--- config.mk ---
export PLATFORM = sky130hd
export DESIGN_NAME = alu_iter
export DESIGN_NICKNAME = d
export VERILOG_FILES = /design/src/rtl/alu_iter.sv
export SDC_FILE = /design/constraint.sdc
export NUM_CORES = 1
export LEC_CHECK = 0
export ABC_AREA = 1
export CORE_MARGIN = 1
export CORE_UTILIZATION = 36
export DETAILED_ROUTE_END_ITERATION = 7
export GPL_TIMING_DRIVEN = 0
export PLACE_DENSITY_LB_ADDON = 0.15
export SLEW_MARGIN = 20
export SYNTH_ARGS = -nofsm -noshare
export SYNTH_HDL_FRONTEND = slang
export SYNTH_SLANG_ARGS = --single-unit
--- constraint.sdc ---
create_clock -name i_clk -period 2.78 [get_ports i_clk]
set_clock_uncertainty 0.2 [all_clocks]
set_input_delay 0.556 -clock i_clk [delete_from_list [all_inputs] [get_ports i_clk]]
set_output_delay 0.556 -clock i_clk [all_outputs]
set_load 0.02 [all_outputs]
--- src/rtl/alu_iter.sv ---
// Execute-stage ALU with a valid/ready handshake. Logic, arithmetic and compare
// ops finish in one cycle; shifts go through a 1-bit-per-cycle serial shifter.
module alu_iter #(
   parameter int XLEN = 32
) (
   input  logic            i_clk,
   input  logic            i_rst_n,
   input  logic            i_valid,
   output logic            o_ready,
   input  logic [3:0]      i_alu_control,
   input  logic [XLEN-1:0] i_op_a,
   input  logic [XLEN-1:0] i_op_b,
   output logic            o_valid,
   output logic [XLEN-1:0] o_result,
   output logic            o_zero
);

   // state   | meaning
   // S_IDLE  | ready for a request; single-cycle ops complete from here
   // S_SHIFT | serial shift in progress, one bit per cycle, cnt_q bits left
   typedef enum logic {S_IDLE, S_SHIFT} state_t;
   typedef enum logic [1:0] {SH_SLL, SH_SRL, SH_SRA} sh_type_t;

   localparam logic [3:0] OP_ADD  = 4'b0000;
   localparam logic [3:0] OP_SUB  = 4'b0001;
   localparam logic [3:0] OP_SLL  = 4'b0010;
   localparam logic [3:0] OP_SLT  = 4'b0011;
   localparam logic [3:0] OP_SLTU = 4'b0100;
   localparam logic [3:0] OP_XOR  = 4'b0101;
   localparam logic [3:0] OP_SRL  = 4'b0110;
   localparam logic [3:0] OP_SRA  = 4'b0111;
   localparam logic [3:0] OP_OR   = 4'b1000;
   localparam logic [3:0] OP_AND  = 4'b1001;
   localparam logic [3:0] OP_LUI  = 4'b1010;

   state_t          state_q, state_d;
   sh_type_t        sh_type_q, sh_type_d;
   logic [4:0]      cnt_q, cnt_d;
   logic [XLEN-1:0] acc_q, acc_d;
   logic [XLEN-1:0] result_q, result_d;
   logic            zero_q, zero_d;
   logic            valid_q, valid_d;

   logic            accept;
   logic            is_shift;
   logic [4:0]      shamt;
   sh_type_t        req_sh_type;
   logic [XLEN-1:0] alu_res;
   logic [XLEN-1:0] acc_step;

   assign shamt  = i_op_b[4:0];
   assign accept = i_valid && (state_q == S_IDLE);

   always_comb begin
      is_shift    = 1'b0;
      req_sh_type = SH_SLL;
      case (i_alu_control)
         OP_SLL: begin is_shift = 1'b1; req_sh_type = SH_SLL; end
         OP_SRL: begin is_shift = 1'b1; req_sh_type = SH_SRL; end
         OP_SRA: begin is_shift = 1'b1; req_sh_type = SH_SRA; end
         default: ;
      endcase
   end

   // Shift ops only reach this path with shamt=0, where the result is op_a.
   always_comb begin
      alu_res = '0;
      case (i_alu_control)
         OP_ADD:  alu_res = i_op_a + i_op_b;
         OP_SUB:  alu_res = i_op_a - i_op_b;
         OP_SLT:  alu_res = {{(XLEN-1){1'b0}}, ($signed(i_op_a) < $signed(i_op_b))};
         OP_SLTU: alu_res = {{(XLEN-1){1'b0}}, (i_op_a < i_op_b)};
         OP_XOR:  alu_res = i_op_a ^ i_op_b;
         OP_OR:   alu_res = i_op_a | i_op_b;
         OP_AND:  alu_res = i_op_a & i_op_b;
         OP_LUI:  alu_res = i_op_b;
         OP_SLL, OP_SRL, OP_SRA: alu_res = i_op_a;
         default: alu_res = '0;
      endcase
   end

   always_comb begin
      acc_step = acc_q;
      case (sh_type_q)
         SH_SLL:  acc_step = {acc_q[XLEN-2:0], 1'b0};
         SH_SRL:  acc_step = {1'b0, acc_q[XLEN-1:1]};
         SH_SRA:  acc_step = {acc_q[XLEN-1], acc_q[XLEN-1:1]};
         default: acc_step = acc_q;
      endcase
   end

   always_ff @(posedge i_clk) begin
      if (!i_rst_n) state_q <= S_IDLE;
      else          state_q <= state_d;
   end

   always_comb begin
      state_d = state_q;
      case (state_q)
         S_IDLE:  if (accept && is_shift && (shamt != 5'd0)) state_d = S_SHIFT;
         S_SHIFT: if (cnt_q == 5'd1) state_d = S_IDLE;
         default: state_d = S_IDLE;
      endcase
   end

   always_comb begin
      o_ready = (state_q == S_IDLE);
   end

   always_comb begin
      sh_type_d = sh_type_q;
      cnt_d     = cnt_q;
      acc_d     = acc_q;
      result_d  = result_q;
      zero_d    = zero_q;
      valid_d   = 1'b0;
      case (state_q)
         S_IDLE: begin
            if (accept) begin
               if (is_shift && (shamt != 5'd0)) begin
                  acc_d     = i_op_a;
                  cnt_d     = shamt;
                  sh_type_d = req_sh_type;
               end else begin
                  result_d = alu_res;
                  zero_d   = (alu_res == '0);
                  valid_d  = 1'b1;
               end
            end
         end
         S_SHIFT: begin
            acc_d = acc_step;
            cnt_d = cnt_q - 5'd1;
            if (cnt_q == 5'd1) begin
               result_d = acc_step;
               zero_d   = (acc_step == '0);
               valid_d  = 1'b1;
            end
         end
         default: ;
      endcase
   end

   always_ff @(posedge i_clk) begin
      if (!i_rst_n) begin
         sh_type_q <= SH_SLL;
         cnt_q     <= '0;
         acc_q     <= '0;
         result_q  <= '0;
         zero_q    <= 1'b1;
         valid_q   <= 1'b0;
      end else begin
         sh_type_q <= sh_type_d;
         cnt_q     <= cnt_d;
         acc_q     <= acc_d;
         result_q  <= result_d;
         zero_q    <= zero_d;
         valid_q   <= valid_d;
      end
   end

   assign o_valid  = valid_q;
   assign o_result = result_q;
   assign o_zero   = zero_q;

endmodule

Word-level counts from Yosys, hierarchy flattened
Cells that the tools add are included.
{"block": "word_totals", "reg_bits": 74, "out_inout_bits": 35, "word_cells": 71}
{"block": "classes", "add_sub_neg": 3, "n_lt_le_gt_ge": 2, "n_eq_ne": 17, "mux": 25, "n_bitwise": 4, "n_reduce_logical": 13}
{"operator": "one-hot mux 32 bit (9 select lines)", "count": 1}
{"operator": "2-to-1 mux 32 bit", "count": 5}
{"operator": "one-hot mux 32 bit (2 select lines)", "count": 2}
{"operator": "one-hot mux 32 bit (3 select lines)", "count": 1}
{"operator": "zero test 32 bit", "count": 2}
{"operator": "< comparator 32 bit", "count": 2}
{"operator": "adder 32 bit", "count": 1}
{"operator": "bitwise AND 32 bit", "count": 1}
{"operator": "bitwise OR 32 bit", "count": 1}
{"operator": "subtractor 32 bit", "count": 1}
{"operator": "XOR 32 bit", "count": 1}
{"operator": "== test 4 x 3 -> 1 bit, second input constant", "count": 4}
{"operator": "== test 4 bit, second input constant", "count": 3}
{"operator": "2-to-1 mux 5 bit", "count": 2}
{"operator": "one-hot mux 5 bit (2 select lines)", "count": 1}
{"operator": "2-to-1 mux 1 bit", "count": 9}
{"operator": "== test 4 x 2 -> 1 bit, second input constant", "count": 2}
{"operator": "inequality test 2 x 1 -> 1 bit, second input constant", "count": 3}
{"operator": "one-hot mux 1 bit (2 select lines)", "count": 3}
{"operator": "AND reduction 3 bit", "count": 2}
{"operator": "== test 5 x 1 -> 1 bit, second input constant", "count": 1}
{"operator": "nonzero test 5 bit", "count": 1}
{"operator": "subtractor 5 x 1 -> 5 bit, second input constant", "count": 1}
{"operator": "== test 4 x 1 -> 1 bit, second input constant", "count": 1}
{"operator": "10 further kinds", "count": 13}

Logic depth before layout (Yosys ltp)
{"block": "logic_depth", "ltp_word": 7, "mapped_depth": 24, "ltp_nobuf": 23}

Least setup slack after synthesis
Ideal clock, no wire load.
{"block": "synth_timing", "kind": "input to register", "from": "input i_op_a[0]", "to": "register zero_q (netlist: o_zero)", "arrival_time_ns": 2.424, "path_slack_ns": 0.098, "cell_stages": 21, "path_cell_list": "inv_1 ha_1 inv_1 fa_1 nand2_1 nand2_1 nand3_2 nand2_2 nand2_1 nand2_1 nand2_1 nand3_1 nand3_1 nand3_1 nor2_1 nand3_1 nor2_1 nand3_1 nand2_1 nand2_1 nand2_1"}
{"block": "synth_via", "elab_chain_cells": 6}
{"element": "start: declaration", "line_no": "11", "text": "input logic [XLEN-1:0] i_op_a,"}
{"element": "subtractor 32 bit (tied with other cells)", "line_no": "70", "text": "OP_SUB: alu_res = i_op_a - i_op_b;"}
{"element": "one-hot mux 32 bit (9 select lines) *", "line_no": "68", "text": "case (i_alu_control)"}
{"element": "zero test 32 bit *", "line_no": "126", "text": "zero_d = (alu_res == '0);"}
{"element": "2-to-1 mux 1 bit *", "line_no": "120", "text": "if (is_shift && (shamt != 5'd0)) begin"}
{"element": "2-to-1 mux 1 bit *", "line_no": "119", "text": "if (accept) begin"}
{"element": "one-hot mux 1 bit (2 select lines) *", "line_no": "117", "text": "case (state_q)"}
{"element": "end signal: assignment", "line_no": "157", "text": "zero_q <= zero_d;"}
{"element": "end: declaration", "line_no": "41", "text": "logic zero_q, zero_d;"}
Every way passes the cells marked *; elsewhere a longest branch is shown, timed or not. The select of a mux whose other input is x is not followed.
A chain may end at the register's enable or synchronous reset.

Worst setup path after layout
{"block": "layout_timing", "from": "input i_alu_control[3]", "to": "register zero_q (netlist: o_zero)"}
{"block": "layout_via", "elab_chain_cells": 7}
{"element": "start: declaration", "line_no": "10", "text": "input logic [3:0] i_alu_control,"}
{"element": "== test 4 x 2 -> 1 bit or == test 4 x 3 -> 1 bit (tied branches)", "line_no": "57, 68"}
{"element": "OR reduction 3 bit (no line)"}
{"element": "one-hot mux 32 bit (9 select lines)", "line_no": "68"}
{"element": "zero test 32 bit", "line_no": "126"}
{"element": "2-to-1 mux 1 bit", "line_no": "120"}
{"element": "2-to-1 mux 1 bit", "line_no": "119"}
{"element": "one-hot mux 1 bit (2 select lines)", "line_no": "117"}
Several ways; a longest one is shown, not always the timed one. The select of a mux whose other input is x is not followed.

==> results.py <==
metrics = {
    "sta": {
        "timing.slew.headroom": 0.532,
        "worst_slack_ps": -72.6,
        "fin_setup_tns_ps": -87.5,
        "holdWs_ps": 273,
        "fin_crit_ps": 2850,
        "tightest_slew_ps": 702,
        "min_period_over_period": 1.03,
        "fmax_mhz": 351,
        "final_hold_viol_count": 0,
        "rsz0062_at_grt": "yes",
        "setup_violations": 2,
        "slew_violations": 0,
    },
    "synthesis": {
        "syn_inst": 1853,
        "netlist-cell-type-count": 47,
        "avgSynthCellArea_sq_um": 5.57,
        "synth_top_area_frac": 0.195,
        "syn_nets": 2024,
        "ys_ff_latch": 74,
        "synth_top_area_cell": "nand2_1",
        "synthFlopType": "dfxtp_1",
        "synthesis.area_sq_um": 10300,
        "synth_edf_count": 0,
        "yosysSeqAreaShare": 0.144,
        "ys_async_sr_fraction": 0,
        "yosys-top-cells-area": "nand2_1 20%, dfxtp_1 14%, ha_1 12%",
        "yosysWarnings": 0,
    },
    "worst_setup_path": {
        "crit_top_cell": "nand2_1",
        "worstSetupPathType": "in -> reg",
        "cp.arrival_ps": 2940,
        "timing.rr.start": "sh_type_q[1]",
        "reg2reg_to": "o_zero",
        "slowest_stage": "a211oi_1",
        "cp_cell_sequence": "dlygate4sd2_1 -> inv_2 -> nor2_2 -> nand2_1 -> buf_6 -> buf_4 -> o22ai_1 -> a211oi_1 -> nand3_4 -> nor2_2 -> nand2_1 -> nor2_2 -> nand3_2 -> nand2_1 -> nand2_1 -> nand2_1",
        "crit_required_ps": 2870,
        "cp-end-kind": "flop",
        "slowest_delay_ps": 450,
        "cp-start-kind": "primary input",
        "reg2regPathDepth": 11,
        "reg2reg_setup_slack_ps": 110,
        "cp_max_fo": 10,
    },
    "power_and_ir_drop": {
        "ir_worst_vdd_mv": 0.253,
        "p_leak_nw": 6.98,
        "p_per_area_nw_per_um2": 348,
        "finalPower_mw": 5.32,
    },
    "finish": {
        "syn_to_final_growth_pct": 47.9,
        "final_common_cell": "nand2_1",
        "final_cells": 2473,
        "most-common-layout-cells": "412 x nand2_1, 194 x inv_1, 131 x nor2_1, 128 x buf_4, 101 x nand2_2",
        "diodes": 0,
        "layout.nets": 2261,
        "drive_gt1_frac": 0.347,
    },
    "grt": {
        "antenna_found_initial": 1,
        "grt_pass1_vias": 12816,
        "grt_max_degree": 20,
        "grtUsageTotal": 0.343,
        "grt_pass1_wl_mm": 74.7,
        "globalRoute.totalOverflow": 0,
    },
    "run": {
        "drv_cap": 0,
    },
    "cts": {
        "cts_buffer_depth": 2,
        "clock_latency_ps": 340,
        "holdBufCountCts": 0,
        "cts.sinks": 74,
        "htree_levels": 3,
        "cts_tree": "yes",
        "cts_made_buffers": 9,
        "cts-root-buf": "clkbuf_16",
        "clk_pin_slew_ps": 60,
    },
    "place": {
        "dp_hpwl_mm": 39.7,
        "pre_cts_ws_ps": -1370,
        "dp_cells": 2335,
        "port_buffers": 104,
        "place.gp.congestion": 0.982,
    },
    "die": {
        "ios": 106,
        "dieWidth_um": 171,
        "num_rows": 61,
        "start_util": 0.368,
        "die_area_sq_um": 29300,
        "fp.coreArea_sq_um": 28000,
        "die_y_um": 171,
    },
    "outcome": {
        "status": "complete, but fails checks",
        "violations": "negative setup slack",
    },
    "routing": {
        "dr_total_vias": 13736,
        "dr.pass1.iters": 6,
        "routedWlPerCell_um": 20.8,
        "route.detailed.drc": 0,
        "drt_iter0_drc": 1443,
        "drt_wl_total_mm": 51.5,
        "viasPerCell": 5.55,
        "ant_nets": 0,
    },
    "worst_hold_path": {
        "hold_path_end": "o_result[31]",
        "worstHoldPathType": "reg -> reg",
        "hold_path_depth": 2,
        "hp-start": "o_result[31]",
    },
}
[worst max-delay path: cells and delay by family]
| kind | cells | cell delay [ps] |
|---|---|---|
| and+or+nand+nor | 10 | 980 |
| AOI/OAI and AO/OA | 2 | 550 |
| buffers and inverters | 4 | 840 |
[flip-flops by register name (all words and copies together) (netlist names)]
register	count
o_valid	1
sh_type_q	2
acc_q	32
state_q	1
cnt_q	5
o_zero	1
o_result	32
[where the power goes]
part           leakage [nW]  switching [mW]  total, mW  internal (mW)
Clock                 0.149           0.480       1.20          0.721
Sequential            0.606          0.0503       1.18           1.13
Combinational          6.22            1.81       2.93           1.12
Total                  6.98            2.34       5.32           2.98
[worst max path at each step]
stage | start | end | slack (ps)
3_5_place_dp | i_op_b[1] | o_zero | -1370
2_1_floorplan | i_op_a[0] | o_zero | 100
3_3_place_gp | i_op_b[1] | o_zero | -1370
5_1_grt | i_op_b[11] | o_zero | -130
4_1_cts | i_op_b[28] | o_zero | -70
6_report | i_alu_control[3] | o_zero | -70
[cells in the mapped netlist, types with 2 or more instances]
master / count
buf_4: 11
ha_1: 98
nand3b_1: 2
nand3_2: 2
a221oi_1: 8
nor2_1: 205
nor3_1: 13
a31oi_1: 41
o21bai_1: 13
o21ai_0: 77
buf_1: 4
a22oi_1: 2
o221ai_1: 18
buf_2: 34
or2_2: 7
o211ai_1: 5
nor2_2: 12
a211oi_1: 17
nand2_2: 6
nand4_1: 22
clkbuf_1: 27
nand2_1: 537
buf_6: 2
a21oi_1: 97
fa_1: 2
inv_1: 271
dfxtp_1: 74
nor4_1: 7
o22ai_1: 56
nand3_1: 144
o21ai_1: 9
inv_2: 15
[area by class of cell]
cell class	instances	area (sq um)
fillers	2886	12700
multi-input cells	1413	9340
flip-flops and latches	74	1480
clock buffers	10	239
repair buffers	235	1970
well taps	378	473
inverters	287	1160
clock inverters	6	65.1
plain buffers	70	532
[through the flow]
| step | utilization | cell area [sq um] |
|---|---|---|
| finish | 0.545 | 15300 |
| global route | 0.545 | 15300 |
| CTS | 0.500 | 14000 |
| detailed placement | 0.422 | 11800 |
| global placement | 0.422 | 11800 |
| floorplan | - | 10300 |
[kinds of logic after synthesis]
family | synth area share
XOR/XNOR | 0.000849
AO/OA/AOI/OAI | 0.203
adder cells (fa/ha/maj) | 0.123
AND/OR/NAND/NOR | 0.387
buffers and inverters | 0.143
flip-flops | 0.144
[what timing repair did]
item	in CTS	in global routing
cloned	3	0
pin swaps	87	134
endpoints found under the setup margin	73	71
gates resized for setup	607	319
setup buffers	82	46
[metal layers]
layer  up-vias  part of all wire  global-route usage
li1       6538                 -                   -
met1      6503              0.43               0.464
met2       606              0.46               0.568
met3        89             0.079              0.0354
met4         0             0.030               0.108
met5         -                 0                   0
Power figures use the tool's default switching activity.
